[src/rtl/pwm_multichannel_gen.sv]
// pwm_multichannel_gen
// N-channel PWM generator driven by one shared period counter. The terminal
// count, per-channel duty and per-channel direction are shadow-loaded on the
// last clock of each period, so a command never disturbs a running period.
// After a direction reversal each channel is held off for DEAD_CYC clocks,
// which protects the H-bridge. The outputs are registered, so they lag the
// counter by one clock.
module pwm_multichannel_gen #(
    parameter int N_CH     = 2,
    parameter int CNT_W    = 7,
    parameter int TOP_RST  = 127,
    parameter int DEAD_CYC = 4
) (
    input  logic                    CLK,
    input  logic                    RST,
    input  logic [CNT_W-1:0]        top_in,
    input  logic [N_CH*CNT_W-1:0]   duty_in,
    input  logic [N_CH-1:0]         dir_in,
    output logic [2*N_CH-1:0]       motor_out,
    output logic                    period_start
);

    // The dead counter must hold DEAD_CYC. It keeps one bit even when
    // dead-time is disabled.
    localparam int               DW        = (DEAD_CYC > 0) ? $clog2(DEAD_CYC + 1) : 1;
    localparam logic [DW-1:0]    DEAD_LOAD = DW'(DEAD_CYC);
    localparam logic [CNT_W-1:0] TOP_INIT  = CNT_W'(TOP_RST);

    logic [CNT_W-1:0]  r_cnt;
    logic [CNT_W-1:0]  r_top;
    logic [2*N_CH-1:0] r_motor;
    logic              r_period_start;

    logic              w_load;
    logic [CNT_W-1:0]  w_top_clamped;
    logic [N_CH-1:0]   w_on_g;
    logic [N_CH-1:0]   w_dir;

    // The last clock of the period is the shadow-load point. A requested top
    // of 0 is raised to 1, so a period is never shorter than 2 clocks.
    assign w_load        = (r_cnt == r_top);
    assign w_top_clamped = (top_in == '0) ? CNT_W'(1) : top_in;

    // Shared period counter. The terminal count is reloaded at the wrap.
    always_ff @(posedge CLK) begin
        if (RST) begin
            r_cnt <= '0;
            r_top <= TOP_INIT;
        end else if (w_load) begin
            r_cnt <= '0;
            r_top <= w_top_clamped;
        end else begin
            r_cnt <= r_cnt + CNT_W'(1);
        end
    end

    generate
        for (genvar gi = 0; gi < N_CH; gi++) begin : g_ch
            logic [CNT_W-1:0] r_duty;
            logic             r_dir;
            logic [DW-1:0]    r_dead;

            // Shadow-load duty and direction. A reversal restarts the
            // dead-time countdown; otherwise the countdown runs towards zero.
            always_ff @(posedge CLK) begin
                if (RST) begin
                    r_duty <= '0;
                    r_dir  <= 1'b0;
                    r_dead <= '0;
                end else begin
                    if (w_load) begin
                        r_duty <= duty_in[gi*CNT_W +: CNT_W];
                        r_dir  <= dir_in[gi];
                    end
                    if (w_load && (dir_in[gi] != r_dir)) begin
                        r_dead <= DEAD_LOAD;
                    end else if (r_dead != '0) begin
                        r_dead <= r_dead - DW'(1);
                    end
                end
            end

            // The channel is on while the counter is below the duty value and
            // the channel is not in dead-time. A duty above top gives 100%.
            assign w_on_g[gi] = (r_cnt < r_duty) && (r_dead == '0);
            assign w_dir[gi]  = r_dir;
        end
    endgenerate

    // Output register. The direction picks exactly one leg, so both legs of
    // a channel can never be high at the same time.
    always_ff @(posedge CLK) begin
        if (RST) begin
            r_motor        <= '0;
            r_period_start <= 1'b0;
        end else begin
            for (int i = 0; i < N_CH; i++) begin
                r_motor[2*i]   <= w_on_g[i] & ~w_dir[i];
                r_motor[2*i+1] <= w_on_g[i] &  w_dir[i];
            end
            r_period_start <= (r_cnt == '0);
        end
    end

    assign motor_out    = r_motor;
    assign period_start = r_period_start;

endmodule
[config.mk]
export PLATFORM = sky130hd
export DESIGN_NAME = pwm_multichannel_gen
export DESIGN_NICKNAME = d
export VERILOG_FILES = /design/src/rtl/pwm_multichannel_gen.sv
export SDC_FILE = /design/constraint.sdc
export NUM_CORES = 1
export LEC_CHECK = 0
export ABC_CLOCK_PERIOD_IN_PS = 3100
export CAP_MARGIN = 40
export CORE_AREA = 2 2 64 66
export CTS_CLUSTER_SIZE = 25
export DETAILED_ROUTE_END_ITERATION = 12
export DIE_AREA = 0 0 66 68
export HOLD_SLACK_MARGIN = 0.03
export PLACE_DENSITY_LB_ADDON = 0.25
export SYNTH_ARGS = -nofsm -noshare
export SYNTH_HDL_FRONTEND = slang
export SYNTH_SLANG_ARGS = --single-unit
export TNS_END_PERCENT = 1
[constraint.sdc]
create_clock -name CLK -period 3.1 [get_ports CLK]
set_input_delay 0.62 -clock CLK [delete_from_list [all_inputs] [get_ports CLK]]
set_output_delay 0.62 -clock CLK [all_outputs]
set_load 0.02 [all_outputs]
==> out/metrics.yaml <==
first_global_vias: 1444
syn_area_per_cell_um2: 9.51
end_kind: "flip-flop"
grt_pass1_wl_um: 6740
status: "finished, final reports clean"
clk_latency_ns: 0.30
timing.hold.ws_ns: 0.478
numCtsBuffers: 5
first_pass_iters: 4
ios: 30
maxSlewHeadroom: 0.583
yosysTopAreaCellShare: 0.385
setup_violations: 0
synth-edff-count: 0
drtIter0Drc: 68
synth-main-ff-cell: "dfxtp_1"
cp_max_fo: 19
drtAntennaViolNets: 0
cts_resized: 0
power_frac_seq: 0.492
grt_max_degree: 61
p_clk_frac: 0.290
critPathKind: "flip-flop to flip-flop"
setup_tns_ns: 0
wirelength_um: 4110
die_area_um2: 4490
grt_usage: 0.201
worstMarginPinSlew_ns: 0.610
cts_htree_levels: 2
skew_ns: 0.00654
grt_use_met3: 0.0592
synthToLayoutAreaGrowth_pct: 18.9
final.period_utilization: 0.704
switching_power_uw: 332
fin_area_um2: 2530
initial_core_util: 0.552
grt_antenna_before_repair: 0
vdd_drop_max_mv: 0.341
rsz0062_at_grt: "no"
clkTransAtPathRegs_ns: 0.08
p_leak_uw: 0.000957
clk_path_buf_depth: 2
ys_seq_area_frac: 0.385
synth_top_cell_by_area: "dfxtp_1"
ys_async_sr_fraction: 0
grtUsageMet2: 0.332
vias: 1601
syn_area_um2: 2130
die_y_um: 68
yosys_warnings: 0
combinationalPowerShare: 0.219
fin_crit_ns: 2.18
startpoint_type: "flip-flop"
synthTopCellsByCount: "dfxtp_1 (41), inv_1 (24), ha_1 (20)"
io_buffers: 29
viasPerCell: 5.30
whs_path_depth: 2
power.internal_uw: 842
die_w_um: 66
top_usage_layer: "met2"
use_met1: 0.250
crit_arrival_ns: 2.41
switching_share: 0.283
dp_hpwl_um: 2830
cts_hold_buf: 0
reg2reg_depth: 6
fmax_mhz: 458
drv_slew: 0
drc: 0
layout.nets: 296
hold_path.class: "flip-flop to flip-flop"
root_buffer: "clkbuf_8"
final-hold-violation-count: 0
cts_tree: "built"
synthCells: 224
globalplace.congestion: 0.751
drive_above_1_share: 0.0595
synth.most_common_cell: "dfxtp_1"
fp.coreArea_um2: 3860
cts_sinks: 41
rows: 23
post_cts_buffers: 0
synthDistinctLibCells: 32
placed_area_um2: 2450
synth_area_leaders: "dfxtp_1 (39%), ha_1 (12%), nand4b_1 (6.6%), xor2_1 (6.2%), mux2i_1 (4.2%)"
p_per_area_nw_per_um2: 464
required_ns: 3.33
wire_per_inst_um: 13.6
antenna_cells: 0
ys_ff_latch: 41
synthesis.nets: 269
max-cap-violations: 0
grt-ovfl-total: 0
[final cells by class]
class | instances | area [um2]
flip-flops and latches | 41 | 821
clock inverters | 2 | 10.0
repair buffers | 33 | 328
well taps | 50 | 62.6
inverters | 24 | 90.1
fillers | 344 | 1330
multi-input cells | 146 | 1150
clock buffers | 6 | 72.6
[layout by cell type (no fill, tap or decap), types with 2 or more instances in the layout]
cell,instances
a2111oi_0,2
a211o_1,2
a211oi_1,2
a21o_1,4
a21oi_1,8
buf_4,3
clkbuf_8,5
clkdlybuf4s50_1,28
clkinv_2,2
dfxtp_1,41
ha_1,20
inv_1,24
mux2i_1,9
nand2_1,2
nand2b_1,8
nand3_1,6
nand4b_1,16
nor2_1,15
nor3_1,8
nor3b_1,3
o2111a_1,2
o21ai_0,3
o31ai_1,12
xor2_1,15
[path summary, 6_finish.rpt]
kind                                                startpoint                              to  slack, ns
worst min register to register  g_ch[1].r_duty[4]$_SDFFE_PP0P_  g_ch[1].r_duty[4]$_SDFFE_PP0P_       0.48
worst min-delay path            g_ch[1].r_duty[4]$_SDFFE_PP0P_  g_ch[1].r_duty[4]$_SDFFE_PP0P_       0.48
worst max-delay path                       r_cnt[3]$_SDFF_PP0_           r_top[3]$_SDFFE_PP1P_       0.92
worst max register to register             r_cnt[3]$_SDFF_PP0_           r_top[3]$_SDFFE_PP1P_       0.92
[power by group through the flow]
| stage | Sequential [uW] | Clock, uW | Combinational, uW |
|---|---|---|---|
| 6_report | 577 | 340 | 256 |
| 5_1_grt | 580 | 374 | 291 |
| 4_1_cts | 577 | 345 | 260 |
| 3_5_place_dp | 590 | 0 | 259 |
| 3_3_place_gp | 588 | 0 | 250 |
| 2_1_floorplan | 590 | 0 | 177 |
[kinds of logic after synthesis]
group / count (synthesis) / synth area share
AO/OA/AOI/OAI: 36 / 0.119
XOR/XNOR: 16 / 0.0658
AND/OR/NAND/NOR: 65 / 0.194
buffers and inverters: 37 / 0.0758
multiplexers: 9 / 0.0423
flip-flops: 41 / 0.385
adder cells (fa/ha/maj): 20 / 0.118
[sequential cells by signal (all words and copies together) (netlist names)]
name          cells
g_ch.r_dir        2
g_ch.r_dead       6
g_ch.r_duty      14
r_top             7
r_cnt             7
period_start      1
motor_out         4
[critical path: stages, from the launching register on]
cell and delay [ns]:
dfxtp_1 0.48, xor2_1 0.12, nor3_2 0.17, buf_4 0.25
and2_1 0.53, buf_4 0.35, mux2i_1 0.20
[metal layers]
metal	part of all wire	vias up
li1	-	836
met3	0.046	6
met4	0.015	0
met1	0.47	729
met5	0	-
met2	0.47	30
[through the flow]
step	power (uW)	setup slack, ns	instances	util
2_1_floorplan	767	1.42	224	-
3_3_place_gp	838	0.974	293	0.630
3_5_place_dp	849	0.909	294	0.635
4_1_cts	1180	0.885	302	0.656
5_1_grt	1240	0.670	302	0.656
6_report	1170	0.918	302	0.656
No activity file was read; power rests on OpenSTA's default activity.
